### config.mk
export PLATFORM = sky130hd
export DESIGN_NAME = sprite_blitter
export DESIGN_NICKNAME = d
export VERILOG_FILES = /design/src/rtl/sprite_pkg.sv /design/src/rtl/sprite_frame_ctrl.sv /design/src/rtl/sprite_blitter.sv
export SDC_FILE = /design/constraint.sdc
export NUM_CORES = 1
export LEC_CHECK = 0
export CAP_MARGIN = 20
export CORE_ASPECT_RATIO = 1.5
export CORE_MARGIN = 3
export CORE_UTILIZATION = 45
export DETAILED_ROUTE_END_ITERATION = 8
export HOLD_SLACK_MARGIN = 0.06
export PLACE_DENSITY = 0.78
export SLEW_MARGIN = 20
export SYNTH_ARGS = -nofsm -noshare
export SYNTH_HDL_FRONTEND = slang
export SYNTH_SLANG_ARGS = --single-unit
### constraint.sdc
create_clock -name vga_clk -period 4.5 [get_ports vga_clk]
set_input_delay 0.675 -clock vga_clk [delete_from_list [all_inputs] [get_ports vga_clk]]
set_output_delay 0.675 -clock vga_clk [all_outputs]
set_load 0.05 [all_outputs]
### src/rtl/sprite_pkg.sv
// Shared screen constants and the per-frame sprite configuration record.
package sprite_pkg;
  localparam int H_ACTIVE   = 640;
  localparam int V_ACTIVE   = 480;
  localparam int COORD_W    = 10;
  localparam int SCOORD_W   = 11;
  localparam int CFG_FILL_W = 11;

  typedef struct packed {
    logic [COORD_W-1:0]    pos_x;
    logic [COORD_W-1:0]    pos_y;
    logic [1:0]            scale_sh;
    logic [CFG_FILL_W-1:0] fill;
    logic                  enable;
    logic                  blink_en;
  } sprite_cfg_t;
endpackage

### src/rtl/sprite_frame_ctrl.sv
// Frame-boundary shadow latch for sprite controls plus the blink frame counter.
module sprite_frame_ctrl
  import sprite_pkg::*;
#(
  parameter int SPR_W        = 32,
  parameter int FILL_W       = $clog2(SPR_W) + 1,
  parameter int VLATCH_LINE  = 480,
  parameter int BLINK_FRAMES = 16
) (
  input  logic               clk,
  input  logic               rst,
  input  logic [COORD_W-1:0] draw_x,
  input  logic [COORD_W-1:0] draw_y,
  input  logic [COORD_W-1:0] pos_x,
  input  logic [COORD_W-1:0] pos_y,
  input  logic [1:0]         scale_sh,
  input  logic [FILL_W-1:0]  fill_level,
  input  logic               enable,
  input  logic               blink_en,
  output sprite_cfg_t        cfg,
  output logic               blink_hide
);
  localparam int CNT_W = (BLINK_FRAMES > 1) ? $clog2(BLINK_FRAMES) : 1;

  sprite_cfg_t      cfg_d, cfg_q;
  logic [CNT_W-1:0] cnt_d, cnt_q;
  logic             phase_d, phase_q;
  logic             boundary;
  logic [FILL_W-1:0] fill_sat;

  assign boundary = (draw_x == '0) && (draw_y == COORD_W'(VLATCH_LINE));
  assign fill_sat = (fill_level > FILL_W'(SPR_W)) ? FILL_W'(SPR_W) : fill_level;

  always_comb begin
    cfg_d   = cfg_q;
    cnt_d   = cnt_q;
    phase_d = phase_q;
    if (boundary) begin
      cfg_d.pos_x    = pos_x;
      cfg_d.pos_y    = pos_y;
      cfg_d.scale_sh = scale_sh;
      cfg_d.fill     = CFG_FILL_W'(fill_sat);
      cfg_d.enable   = enable;
      cfg_d.blink_en = blink_en;
    end
    // Counter is gated by the blink enable of the frame just ending, so the
    // first blinking frame always starts visible at count 0.
    if (!cfg_q.blink_en) begin
      cnt_d   = '0;
      phase_d = 1'b0;
    end else if (boundary) begin
      if (cnt_q == CNT_W'(BLINK_FRAMES - 1)) begin
        cnt_d   = '0;
        phase_d = ~phase_q;
      end else begin
        cnt_d = cnt_q + 1'b1;
      end
    end
  end

  always_ff @(posedge clk or posedge rst) begin
    if (rst) begin
      cfg_q   <= '0;
      cnt_q   <= '0;
      phase_q <= 1'b0;
    end else begin
      cfg_q   <= cfg_d;
      cnt_q   <= cnt_d;
      phase_q <= phase_d;
    end
  end

  assign cfg        = cfg_q;
  assign blink_hide = cfg_q.blink_en && phase_q;
endmodule

### src/rtl/sprite_blitter.sv
// Positionable, power-of-two scaled sprite renderer: pixel -> ROM address,
// with hit/blank qualifiers carried two stages to line up with the ROM data.
module sprite_blitter
  import sprite_pkg::*;
#(
  parameter int SPR_W        = 32,
  parameter int SPR_H        = 32,
  parameter int IDX_W        = 8,
  parameter int ADDR_W       = $clog2(SPR_W * SPR_H),
  parameter int FILL_W       = $clog2(SPR_W) + 1,
  parameter int TRANSP_IDX   = 0,
  parameter int VLATCH_LINE  = 480,
  parameter int BLINK_FRAMES = 16
) (
  input  logic               vga_clk,
  input  logic               reset,
  input  logic [COORD_W-1:0] DrawX,
  input  logic [COORD_W-1:0] DrawY,
  input  logic               blank,
  input  logic [COORD_W-1:0] pos_x,
  input  logic [COORD_W-1:0] pos_y,
  input  logic [1:0]         scale_sh,
  input  logic [FILL_W-1:0]  fill_level,
  input  logic               enable,
  input  logic               blink_en,
  output logic [ADDR_W-1:0]  rom_address,
  input  logic [IDX_W-1:0]   rom_q,
  output logic [IDX_W-1:0]   pix_idx,
  output logic               pix_hit,
  output logic               blank_out
);
  sprite_cfg_t cfg;
  logic        blink_hide;

  sprite_frame_ctrl #(
    .SPR_W       (SPR_W),
    .FILL_W      (FILL_W),
    .VLATCH_LINE (VLATCH_LINE),
    .BLINK_FRAMES(BLINK_FRAMES)
  ) u_frame_ctrl (
    .clk       (vga_clk),
    .rst       (reset),
    .draw_x    (DrawX),
    .draw_y    (DrawY),
    .pos_x     (pos_x),
    .pos_y     (pos_y),
    .scale_sh  (scale_sh),
    .fill_level(fill_level),
    .enable    (enable),
    .blink_en  (blink_en),
    .cfg       (cfg),
    .blink_hide(blink_hide)
  );

  logic signed [SCOORD_W-1:0] rx, ry;
  logic [15:0]        box_w, box_h;
  logic [COORD_W-1:0] sx, sy;
  logic               in_box, fill_ok, qual;

  logic [ADDR_W-1:0] rom_address_d, rom_address_q;
  logic [1:0]        hit_pipe_d, hit_pipe_q;
  logic [1:0]        blank_pipe_d, blank_pipe_q;
  logic [IDX_W-1:0]  pix_idx_d, pix_idx_q;
  logic              pix_hit_d, pix_hit_q;
  logic              blank_out_d, blank_out_q;

  always_comb begin
    rx    = $signed({1'b0, DrawX}) - $signed({1'b0, cfg.pos_x});
    ry    = $signed({1'b0, DrawY}) - $signed({1'b0, cfg.pos_y});
    box_w = 16'(SPR_W) << cfg.scale_sh;
    box_h = 16'(SPR_H) << cfg.scale_sh;
    // Sign bit clear means the low COORD_W bits hold the full offset.
    in_box = !rx[SCOORD_W-1] && !ry[SCOORD_W-1] &&
             (16'(rx[COORD_W-1:0]) < box_w) && (16'(ry[COORD_W-1:0]) < box_h);
    sx      = rx[COORD_W-1:0] >> cfg.scale_sh;
    sy      = ry[COORD_W-1:0] >> cfg.scale_sh;
    fill_ok = CFG_FILL_W'(sx) < cfg.fill;
    qual    = in_box && fill_ok && cfg.enable && !(cfg.blink_en && blink_hide) && blank;

    rom_address_d = in_box ? ADDR_W'(32'(sy) * SPR_W + 32'(sx)) : '0;
    hit_pipe_d    = {hit_pipe_q[0], qual};
    blank_pipe_d  = {blank_pipe_q[0], blank};
    pix_idx_d     = rom_q;
    pix_hit_d     = hit_pipe_q[1] && (rom_q != IDX_W'(TRANSP_IDX));
    blank_out_d   = blank_pipe_q[1];
  end

  always_ff @(posedge vga_clk or posedge reset) begin
    if (reset) begin
      rom_address_q <= '0;
      hit_pipe_q    <= '0;
      blank_pipe_q  <= '0;
      pix_idx_q     <= '0;
      pix_hit_q     <= 1'b0;
      blank_out_q   <= 1'b0;
    end else begin
      rom_address_q <= rom_address_d;
      hit_pipe_q    <= hit_pipe_d;
      blank_pipe_q  <= blank_pipe_d;
      pix_idx_q     <= pix_idx_d;
      pix_hit_q     <= pix_hit_d;
      blank_out_q   <= blank_out_d;
    end
  end

  assign rom_address = rom_address_q;
  assign pix_idx     = pix_idx_q;
  assign pix_hit     = pix_hit_q;
  assign blank_out   = blank_out_q;
endmodule

== Word level (Yosys, flattened, before mapping) ==
Index checks and enable logic that the tools add are counted.

* Equal/unequal tests: 4
* Bitwise operators: 1
* Reduce and logical (&&, ||, !) cells: 17
* $lt $le $gt $ge: 4
* Add/sub/neg operators: 4
* Muxes and demuxes: 8
* Shift-type cells: 3

{| class="wikitable"
|+ Operators with widths
! operator !! count
|-
| less-than comparator 10 x 16 -> 1 bit || 2
|-
| subtractor 10 x 10 -> 11 bit || 2
|-
| left shift 6 x 2 -> 16 bit (first input constant) || 1
|-
| 2-to-1 mux 4 bit || 3
|-
| logical AND 1 bit || 11
|-
| adder 10 bit || 1
|-
| equality test 10 x 9 -> 1 bit (second input constant) || 1
|-
| logical NOT 10 bit || 1
|-
| less-than comparator 10 x 6 -> 1 bit || 1
|-
| 2-to-1 mux 10 bit || 1
|-
| >> shifter 10 x 2 -> 10 bit || 1
|-
| >> shifter 10 x 2 -> 5 bit || 1
|-
| nonzero test 8 bit || 1
|-
| greater-than comparator 6 bit (second input constant) || 1
|-
| 2-to-1 mux 6 bit || 1
|-
| adder 4 x 1 -> 4 bit (second input constant) || 1
|-
| equality test 4 bit (second input constant) || 1
|-
| inequality test 2 bit (second input constant) || 2
|-
| logical NOT 1 bit || 3
|-
| 2-to-1 mux 1 bit || 3
|-
| AND reduction 2 bit || 1
|-
| NOT 1 bit || 1
|}

* Flip-flop bits (word level): 59
* Input bits: 61
* Logic and storage cells: 55
* Output and inout bits: 20

== Depth between registers and ports, before layout ==
Gate-level depths: netlist of the first run.

* Depth in word-level cells: 9
* Mapped depth: 17
* Mapped depth without buffers: 17

== Hierarchy ==
Synthesis of the first run repeated with hierarchy kept, for this count alone.

* Cells, all modules: 433
* Area, all modules: 4156.5 µm²

{| class="wikitable"
|+ By module, submodules not included
! module !! sequential area each (µm²) !! area each (µm²) !! cells each !! times used
|-
| sprite_blitter || 600.6 || 2587.5 || 314 || 1
|-
| sprite_frame_ctrl || 875.8 || 1569.0 || 119 || 1
|}

== Least setup slack after synthesis of the first run ==
OpenSTA, ideal clock, no wires.

* Path kind: in2reg
* Start: input DrawX[0]
* End: register rom_address_q[9], in the netlist rom_address[9]
* Setup slack: 643 ps
* Data required time: 4408 ps
* Path buffers: 0
* Cell stages on the path: 17
* Arrival: 3765 ps
* Cells stage by stage: inv_1 -> ha_1 -> fa_1 -> nor2b_1 -> o2111ai_1 -> a31oi_2 -> xor2_2 -> mux2i_1 -> mux2i_1 -> ha_1 -> inv_1 -> fa_1 -> nor2b_1 -> a21boi_0 -> a221oi_1 -> a21oi_1 -> nor3b_1

* Word-level cells in the longest chain between the ends: 6

{| class="wikitable"
|+ Ends and longest elaborated chain
! item !! line !! RTL
|-
| start: declaration || sprite_blitter.sv:17 || <nowiki>input logic [COORD_W-1:0] DrawX,</nowiki>
|-
| subtractor 10 x 10 -> 11 bit * || sprite_blitter.sv:68 || <nowiki>rx = $signed({1'b0, DrawX}) - $signed({1'b0, cfg.pos_x});</nowiki>
|-
| branches (longest 4 deep; another with adder 10 bit) || -- ||
|-
| 2-to-1 mux 10 bit * || sprite_blitter.sv:80 || <nowiki>rom_address_d = in_box ? ADDR_W'(32'(sy) * SPR_W + 32'(sx)) : '0;</nowiki>
|-
| net rom_address_d[9] || sprite_blitter.sv:60 || <nowiki>logic [ADDR_W-1:0] rom_address_d, rom_address_q;</nowiki>
|-
| end signal: assignment || sprite_blitter.sv:97 || <nowiki>rom_address_q <= rom_address_d;</nowiki>
|-
| end: declaration || sprite_blitter.sv:60 ||
|}

Mark *: on every way through the listed nets, which the timed path passes.
A chain may end at the register's enable or synchronous reset.

== Final worst setup path of the first run ==
* Start: input DrawY[0]
* End: register hit_pipe_q[0]

* Word-level cells in the longest chain between the ends: 9

{| class="wikitable"
|+ Ends and longest elaborated chain
! item !! line !! RTL
|-
| start: declaration || sprite_blitter.sv:18 || <nowiki>input logic [COORD_W-1:0] DrawY,</nowiki>
|-
| subtractor 10 x 10 -> 11 bit * || sprite_blitter.sv:69 || <nowiki>ry = $signed({1'b0, DrawY}) - $signed({1'b0, cfg.pos_y});</nowiki>
|-
| branches (longest 3 deep; another with less-than comparator 10 x 16 -> 1 bit) || -- ||
|-
| logical AND 1 bit * || sprite_blitter.sv:74 || <nowiki>(16'(rx[COORD_W-1:0]) < box_w) && (16'(ry[COORD_W-1:0]) < box_h);</nowiki>
|-
| logical AND 1 bit * (4 in a row) || sprite_blitter.sv:78 || <nowiki>qual = in_box && fill_ok && cfg.enable && !(cfg.blink_en && blink_hide) && blank;</nowiki>
|-
| net qual || sprite_blitter.sv:58 || <nowiki>logic in_box, fill_ok, qual;</nowiki>
|-
| end signal: assignment || sprite_blitter.sv:98 || <nowiki>hit_pipe_q <= hit_pipe_d;</nowiki>
|-
| end: declaration || sprite_blitter.sv:61 || <nowiki>logic [1:0] hit_pipe_d, hit_pipe_q;</nowiki>
|}

Marked as above.

==> results by group, run 1 <==
Power
  – Sequential power share: 0.378
  – Power per Cell Area: 271.9 nW/um^2
  – Clock power frac: 0.478
  – Internal power: 0.001073 W
  – Net Sw Power: 0.0003477 W
  – Comb pwr share: 0.144
  – Sw Ratio: 0.2447
  – Max rail drop VDD: 0.2276 mV
  – Static leakage: 2.414 nW
  – Tot Pwr: 0.001421 W

Synthesis
  – Ys flop type: dfrtp_1
  – Asr flop ratio synth: 1.000
  – Syn_nets: 522
  – Syn_area_per_cell: between 9 and 10 um^2
  – Yosys cell types: 64
  – Part of the Yosys area used for sequential elements: 0.3737
  – Synth Warn #: 0
  – Register bit total from synthesis: 59
  – Mapped Cells: 421
  – Number of flops mapped to enable cells by yosys: 0
  – Mapped cell area: approximately 4000 um^2

Timing
  – Fin crit period: 4202 ps
  – Hold Vio Cnt, Final: 0
  – Slew @ Worst Pin: 575.4 ps
  – Final Cycle Share: 0.9339
  – Final Slew Violations: 0
  – Post-route setup slack: 297.5 ps
  – Slew HR: 0.6164
  – Clk_skew: 8.775 ps
  – Fmax: about 240 MHz
  – RSZ-0062 raised after global routing: false
  – Final setup vio count: 0

Critical path
  – Reg2reg end: rom_address[9]
  – WP data required: 4740 ps
  – Critical path class: input port to register
  – Crit-path slowest cell: clkdlybuf4s50_1
  – CP arrival: 4440 ps
  – Worst Path Max Fanout: 9
  – FF-to-FF Start: u_frame_ctrl.cfg[25]
  – Critical path's largest stage delay: 420 ps
  – Startpoint types: input port
  – Crit end category: register
  – Critical path cell sequence: clkdlybuf4s50_1, inv_1, ha_1, inv_1, fa_1, and3_1, o21a_1, o31a_1, o21ai_0, nor2b_1, xnor2_1, ha_1, nor4_1, nand3_1, a21oi_1, nand4_1, buf_4, nor4_2
  – Worst Reg2Reg Path Length in Cells: 16
  – Register-to-register setup slack: 790 ps

Floorplanning
  – Core ar.: 8464 um^2
  – Die Y: roughly 120 um
  – Die width: 82.51 um
  – Row count: 41
  – Die area: around 10000 um^2
  – Boundary Pins: just over 80
  – Initial Util: 0.4668

Routing
  – Post-Route WL: roughly 9500 um
  – 1st-iter DRT viols: 82
  – Routed vias: 3343
  – Drc violations: 0
  – Routed vias/inst: 5.357
  – Drt wl/cell: 15.30 um
  – TritonRoute pass-1 iters: 4
  – Antenna viol nets, final: 0

Global route
  – Largest net degree at the start of global routing: 39
  – Vias in the first global route: 3382
  – Grt total ovfl: 0
  – Antenna violations before repair: 0
  – GRT Overall Usage: 0.2115
  – First-pass GRT wire length: 15930 um

Outcome
  – Status: completed

CTS
  – Clk_lat worst skew: 340 ps
  – Worst-case clock buffer depth: 2
  – CTS resizes: 0
  – Clk sinks: 59
  – # hold bufs at CTS: 0
  – Clock transition at path regs: 50 ps
  – Setup Fix Bufs, Post-CTS: 0
  – CTS tree: built
  – CTS root buf: clkbuf_16
  – CTS H-tree depth: 3
  – Num CTS Buffers: 9

Hold path
  – Hold endpoint: blank_out
  – Hold Path Origin: blank_pipe_q[1]
  – Hold Path Stages: 0
  – Worst Hold Class: register to register

Finish
  – Layout filler cell count: roughly 740
  – ANT cells: 0
  – Layout Area Growth over Synthesis: 32.24%
  – Most common cell after layout, fill and taps aside: clkdlybuf4s50_1
  – Final Cell Area: 5225 um^2
  – Post-route core utilization: 0.6173
  – Nets: 613
  – Most frequent cells in the layout: clkdlybuf4s50_1, dfrtp_1, inv_1, o21ai_0, nand2_1
  – Share of cells above drive strength 1: 0.1025

Run
  – Max_cap viols: 0

Placement
  – Port buffer count: 80
  – GP Congestion: 0.9387
  – Final HPWL DP: 7514 um
  – Dpl ws: -37.64 ps
  – Placement Cell Area: 4918 um^2
flip-flops by register name, summed over array words and instances (netlist names):
signal and flops:
rom_address 10, pix_idx 8, blank_out 1, blank_pipe_q 2, u_frame_ctrl.phase_q 1, u_frame_ctrl.cnt_q 4, hit_pipe_q 2, pix_hit 1
u_frame_ctrl.cfg 30
layer usage:
metal  wire, um  track usage
met1       3685       0.2369
met4        176      0.07873
met5          0            0
met3        417      0.05067
met2       5269       0.3765
worst max path at each step:
stage,cells after the start,end,slack (ps),from
6_report,18,hit_pipe_q[0],300,DrawY[0]
5_1_grt,18,rom_address[9],20,DrawX[0]
4_1_cts,18,rom_address[9],290,DrawX[0]
3_5_place_dp,18,rom_address[9],-40,DrawX[0]
3_3_place_gp,18,rom_address[9],60,DrawX[0]
2_1_floorplan,17,rom_address[9],640,DrawX[0]
power by group through the flow:
stage	logic (W)	registers, W	clock network [W]
finish	0.000204	0.000538	0.000679
global route	0.000225	0.000538	0.000713
CTS	0.000206	0.000538	0.000687
detailed placement	0.000204	0.000547	0
global placement	0.000201	0.000546	0
floorplan	0.0000922	0.000562	0
final cells by class:
cell class,count,area [um^2],share of cell area
inverters,47,176.4,0.03376
well taps,107,133.9,0.02562
clock inverters,3,20.02,0.003831
flip-flops and latches,59,1476,0.2826
clock buffers,13,280.3,0.05364
repair buffers,91,883.3,0.1691
multi-input cells,304,2255,0.4315
per-stage QoR:
step | hold WS (ps) | setup TNS [ps] | cells
floorplan | 331.2 | 0 | 421
global placement | 333.6 | 0 | 608
detailed placement | 338.9 | -37.64 | 608
CTS | 350.9 | 0 | 624
global route | 356.0 | 0 | 624
finish | 349.2 | 0 | 624
critical path, delay by kind of cell:
family,cells,cell delay [ps]
XOR/XNOR,1,80
AO/OA/AOI/OAI,4,930
adder cells (fa/ha/maj),3,770
AND/OR/NAND/NOR,6,1190
buffers and inverters,4,800
cell families after synthesis:
kind of cell	count (synthesis)	share of synthesized area
AND/OR/NAND/NOR	135	0.1783
AO/OA/AOI/OAI	92	0.1469
flip-flops	59	0.3737
buffers and inverters	58	0.05858
adder cells (fa/ha/maj)	41	0.1352
multiplexers	22	0.07441
XOR/XNOR	14	0.03293
cells in the mapped netlist (2+ instances only):
cell       count  share of area
dfrtp_1       59           0.37
fa_1           3          0.015
inv_2          2         0.0019
or3_1          3         0.0048
nor2b_1        7          0.011
nor3b_1        3         0.0057
nand3b_1       6          0.011
a21oi_1       14          0.018
mux4_2         5          0.028
inv_1         45          0.043
buf_2          2         0.0025
o21a_1         6          0.011
nand2b_1       2         0.0032
and2_1         9          0.014
clkbuf_1       5         0.0048
o21ai_0       41          0.052
nor3_1         9          0.011
a31oi_1        2         0.0032
nand4_1        3         0.0048
nor2_1        26          0.025
or2_2          2         0.0032
buf_1          2         0.0019
nand2_1       40          0.038
nor4_1         6         0.0095
ha_1          37           0.12
xnor2_1       12          0.027
mux2i_1       11          0.028
nand4b_1       2         0.0044
o2111ai_1      3         0.0067
nand3_1        8          0.010
mux2_2         5          0.014
a21boi_0       2         0.0038
a21o_1         4         0.0076
a211oi_1       5         0.0095
Note: power is estimated with default switching activity, not from simulation.
==> run 2: changes to the inputs <==
--- a/config.mk
+++ b/config.mk
@@ -5,7 +5,7 @@
 export SDC_FILE = /design/constraint.sdc
 export NUM_CORES = 1
 export LEC_CHECK = 0
-export CAP_MARGIN = 20
+export CAP_MARGIN = 40
 export CORE_ASPECT_RATIO = 1.5
 export CORE_MARGIN = 3
 export CORE_UTILIZATION = 45
==> constraint.sdc (replaced) <==
create_clock -name vga_clk -period 4.5 [get_ports vga_clk]
set_input_delay 0.675 -clock vga_clk [delete_from_list [all_inputs] [get_ports vga_clk]]
set_output_delay 0.675 -clock vga_clk [all_outputs]
set_load 0.01 [all_outputs]
==> results of run 2 <==
Same layout as run 1 (identical final DEF). Status: completed.
Main changes from that run: total power 0.001421 W -> 0.001408 W; worst IR drop on VDD 0.2276 mV -> 0.2275 mV
==> run 3: changes to the inputs <==
--- a/config.mk
+++ b/config.mk
@@ -5,6 +5,7 @@
 export SDC_FILE = /design/constraint.sdc
 export NUM_CORES = 1
 export LEC_CHECK = 0
+export ABC_AREA = 1
 export CAP_MARGIN = 40
 export CORE_ASPECT_RATIO = 1.5
 export CORE_MARGIN = 3
==> results by group, run 3 <==
Finish
  – Most common cell after layout, fill and taps aside: nand2_1 (was clkdlybuf4s50_1)
  – Largest register FFs: 30 (unchanged)
  – Share of cells above drive strength 1: 0.1010 (was 0.1025)
  – Nets: 700 (was 613)
  – Layout Area Growth over Synthesis: 30.35% (was 32.24%)
  – ANT cells: 0 (unchanged)
  – Most frequent cells in the layout: nand2_1, inv_1, clkdlybuf4s50_1, dfrtp_1, ha_1 (was clkdlybuf4s50_1, dfrtp_1, inv_1, o21ai_0, nand2_1)

CTS
  – CTS root buf: clkbuf_16 (unchanged)
  – Setup Fix Bufs, Post-CTS: 0 (unchanged)
  – Worst-case clock buffer depth: 2 (unchanged)
  – CTS H-tree depth: 3 (unchanged)
  – # hold bufs at CTS: 0 (unchanged)
  – CTS resizes: 0 (unchanged)
  – Clk_lat worst skew: 330 ps (was 340 ps)
  – CTS tree: built (unchanged)
  – Num CTS Buffers: 9 (unchanged)
  – Clk sinks: 59 (unchanged)
  – Clock transition at path regs: 50 ps (about the same)

Synthesis
  – Mapped cell area: 3983 um^2 (was 3951 um^2)
  – Mapped Cells: 516 (was 421)
  – Ys flop type: dfrtp_1 (unchanged)
  – Yosys cell types: 46 (was 64)
  – Syn_nets: 617 (was 522)
  – Largest cells by area after synthesis: dfrtp_1, nand2_1, ha_1 (was dfrtp_1, ha_1, o21ai_0)
  – Most common cell in the netlist: nand2_1 (was dfrtp_1)
  – Number of flops mapped to enable cells by yosys: 0 (unchanged)
  – Most frequent cells after synthesis: nand2_1, inv_1, dfrtp_1, ha_1, o21ai_0 (was dfrtp_1, inv_1, o21ai_0, nand2_1, ha_1)
  – Register bit total from synthesis: 59 (unchanged)
  – Asr flop ratio synth: 1.000 (unchanged)
  – Part of the Yosys area used for sequential elements: 0.3707 (was 0.3737)
  – Syn_area_per_cell: 7.718 um^2 (was 9.385 um^2)
  – Cell taking the most area after synthesis: dfrtp_1 (unchanged)
  – Area share of the largest cell type after synthesis: 0.3707 (was 0.3737)
  – Synth Warn #: 0 (unchanged)

Power
  – Sw Ratio: 0.2392 (was 0.2378)
  – Internal power: 0.001068 W (was 0.001073 W)
  – Max rail drop VDD: 0.1887 mV (was 0.2275 mV)
  – Power per Cell Area: 270.4 nW/um^2 (was 269.4 nW/um^2)
  – Sequential power share: 0.383 (was 0.382)
  – Comb pwr share: 0.124 (was 0.136)
  – Net Sw Power: 0.0003358 W (was 0.0003347 W)
  – Clock power frac: 0.493 (was 0.482)
  – Static leakage: 2.661 nW (was 2.414 nW)

Timing
  – Setup TNS: 0 ps (unchanged)
  – Hold Vio Cnt, Final: 0 (unchanged)
  – Fin crit period: 3770 ps (was 4202 ps)
  – Slew HR: 0.5499 (was 0.6164)
  – Final setup vio count: 0 (unchanged)
  – Clk_skew: 8.824 ps (was 8.775 ps)
  – Final Cycle Share: 0.8379 (was 0.9339)
  – Fmax: 265.2 MHz (was 238.0 MHz)
  – Hold_ws: 356.1 ps (was 349.2 ps)
  – Slew @ Worst Pin: 674.2 ps (was 575.4 ps)
  – RSZ-0062 raised after global routing: false (unchanged)
  – Final Slew Violations: 0 (unchanged)

Placement
  – GP Congestion: 0.9121 (was 0.9387)
  – Port buffer count: 80 (unchanged)
  – Final HPWL DP: 7601 um (was 7514 um)

Critical path
  – Crit-path slowest cell: clkdlybuf4s50_1 (unchanged)
  – Startpoint types: input port (unchanged)
  – Critical path cell sequence: clkdlybuf4s50_1, inv_1, ha_1, fa_1, inv_1, nand3_1, nand2_1, a21oi_1, or2_1, nand2_1, nand2_1, o21ai_0, o21ai_0, ha_1, a21oi_1, o2111ai_1, a21oi_1, nand2_1, nor3_1, nand3_1, nor2_2 (was clkdlybuf4s50_1, inv_1, ha_1, inv_1, fa_1, and3_1, o21a_1, o31a_1, o21ai_0, nor2b_1, xnor2_1, ha_1, nor4_1, nand3_1, a21oi_1, nand4_1, buf_4, nor4_2)
  – Cell class contributing the biggest share of worst-path delay: simple AND/OR/NAND/NOR gates (unchanged)
  – WP data required: 4760 ps (was 4740 ps)
  – Critical path's largest stage delay: 460 ps (was 420 ps)
  – Crit end category: register (unchanged)
  – Bufs and invs on worst path: 3 (was 4)
  – Critical path class: input port to register (unchanged)
  – CP arrival: 4040 ps (was 4440 ps)
  – Worst Path Max Fanout: 3 (was 9)
  – CP most frequent cell: nand2_1

Global route
  – GRT Overall Usage: 0.2024 (was 0.2115)
  – Grt total ovfl: 0 (unchanged)
  – Antenna violations before repair: 0 (unchanged)
  – Largest net degree at the start of global routing: 52 (was 39)
  – First-pass GRT wire length: 16340 um (was 15930 um)
  – Vias in the first global route: 3661 (was 3382)

Routing
  – Drc violations: 0 (unchanged)
  – Drt wl/cell: 13.62 um (was 15.30 um)
  – Post-Route WL: 9684 um (was 9548 um)
  – 1st-iter DRT viols: 195 (was 82)
  – Routed vias: 3611 (was 3343)
  – Antenna viol nets, final: 0 (unchanged)
  – Routed vias/inst: 5.079 (was 5.357)
  – TritonRoute pass-1 iters: 5 (was 4)

Floorplanning
  – Die Y: 121.2 um (was 120.8 um)
  – Row count: 41 (unchanged)
  – Initial Util: 0.4677 (was 0.4668)
  – Boundary Pins: 81 (unchanged)
  – Die area: 10040 um^2 (was 9964 um^2)
  – Die width: 82.81 um (was 82.51 um)
  – Core ar.: 8516 um^2 (was 8464 um^2)

Outcome
  – Status: completed (unchanged)

Hold path
  – Worst Hold Class: register to register (unchanged)

Run
  – Max_cap viols: 0 (unchanged)
==> run 3: cell types whose count changed after synthesis, sizes merged, moves of 7 or more <==
cell / previous run / this run
nand2: 40 / 141
inv: 47 / 88
nand3: 8 / 37
mux2i: 11 / 0
xnor2: 12 / 1
a21oi: 14 / 23
and2: 10 / 1
nor2: 26 / 35
nor2b: 7 / 0
==> run 3: worst paths after layout <==
path / startpoint / cells after the start / slack [ps] / endpoint
worst max-delay path: DrawX[0] / 21 / 730 / hit_pipe_q[0]
worst min-delay path: blank_pipe_q[0] / 0 / 360 / blank_pipe_q[1]
worst max register to register: u_frame_ctrl.cfg[25] / 19 / 1150 / hit_pipe_q[0]
worst min register to register: blank_pipe_q[0] / 0 / 360 / blank_pipe_q[1]
max in group asynchronous: reset / 3 / 2910 / rom_address[4]
min in group asynchronous: reset / 2 / 770 / blank_pipe_q[1]
==> run 3: worst register-to-register path, stage by stage (launching register included) <==
cell and delay, ps:
dfrtp_1 420, ha_1 240, fa_1 410, inv_1 70, nand3_1 60, nand2_1 120, a21oi_1 90, or2_1 200
nand2_1 100, nand2_1 60, o21ai_0 110, o21ai_0 190, ha_1 340, a21oi_1 130, o2111ai_1 110, a21oi_1 150
nand2_1 70, nor3_1 210, nand3_1 120, nor2_2 90
==> run 3: power by group through the flow <==
| stage | Combinational [W] | Clock, W | Sequential (W) |
|---|---|---|---|
| after CTS | 0.000176 | 0.000698 | 0.000538 |
| after detailed placement | 0.000174 | 0 | 0.000547 |
| after floorplan | 0.0000843 | 0 | 0.000549 |
| after global routing | 0.000196 | 0.000729 | 0.000538 |
| after global placement | 0.000171 | 0 | 0.000546 |
| final | 0.000174 | 0.000692 | 0.000538 |
==> run 3: cells by family (layout without fill, tap and decap cells) <==
| logic type | count (synthesis) | after routing | synth area share |
|---|---|---|---|
| AOI/OAI and AO/OA | 77 | 77 | 0.1191 |
| xor gates and xnor gates | 9 | 9 | 0.02168 |
| adders and majority gates | 40 | 40 | 0.1313 |
| buffers and inverters | 98 | 186 | 0.09456 |
| DFF | 59 | 59 | 0.3707 |
| muxes | 1 | 1 | 0.002827 |
| and+or+nand+nor | 232 | 232 | 0.2598 |
==> run 3: layer usage <==
layer,vias to the layer above,routed length (um),track usage
li1,1820,-,-
met4,0,293,0.09202
met2,91,5412,0.3891
met3,22,421,0.04484
met5,-,0,0
met1,1678,3556,0.2050
==> run 3: cell type report <==
cell class	instances	area [um^2]
flip-flops and latches	59	1476
inverters	88	332.8
multi-input cells	359	2130
fillers	769	3324
clock inverters	6	63.81
clock buffers	10	239.0
well taps	107	133.9
repair buffers	82	815.8
==> run 3: through the flow <==
step,std cells,utilization,worst slack (ps),total power [W],instance area [um^2]
floorplan,516,-,1228,0.0006331,3983
global placement,695,0.5741,538.3,0.0007172,4888
detailed placement,695,0.5741,387.0,0.0007212,4888
CTS,711,0.6096,706.0,0.001412,5191
global route,711,0.6096,368.0,0.001463,5191
finish,711,0.6096,729.5,0.001404,5191
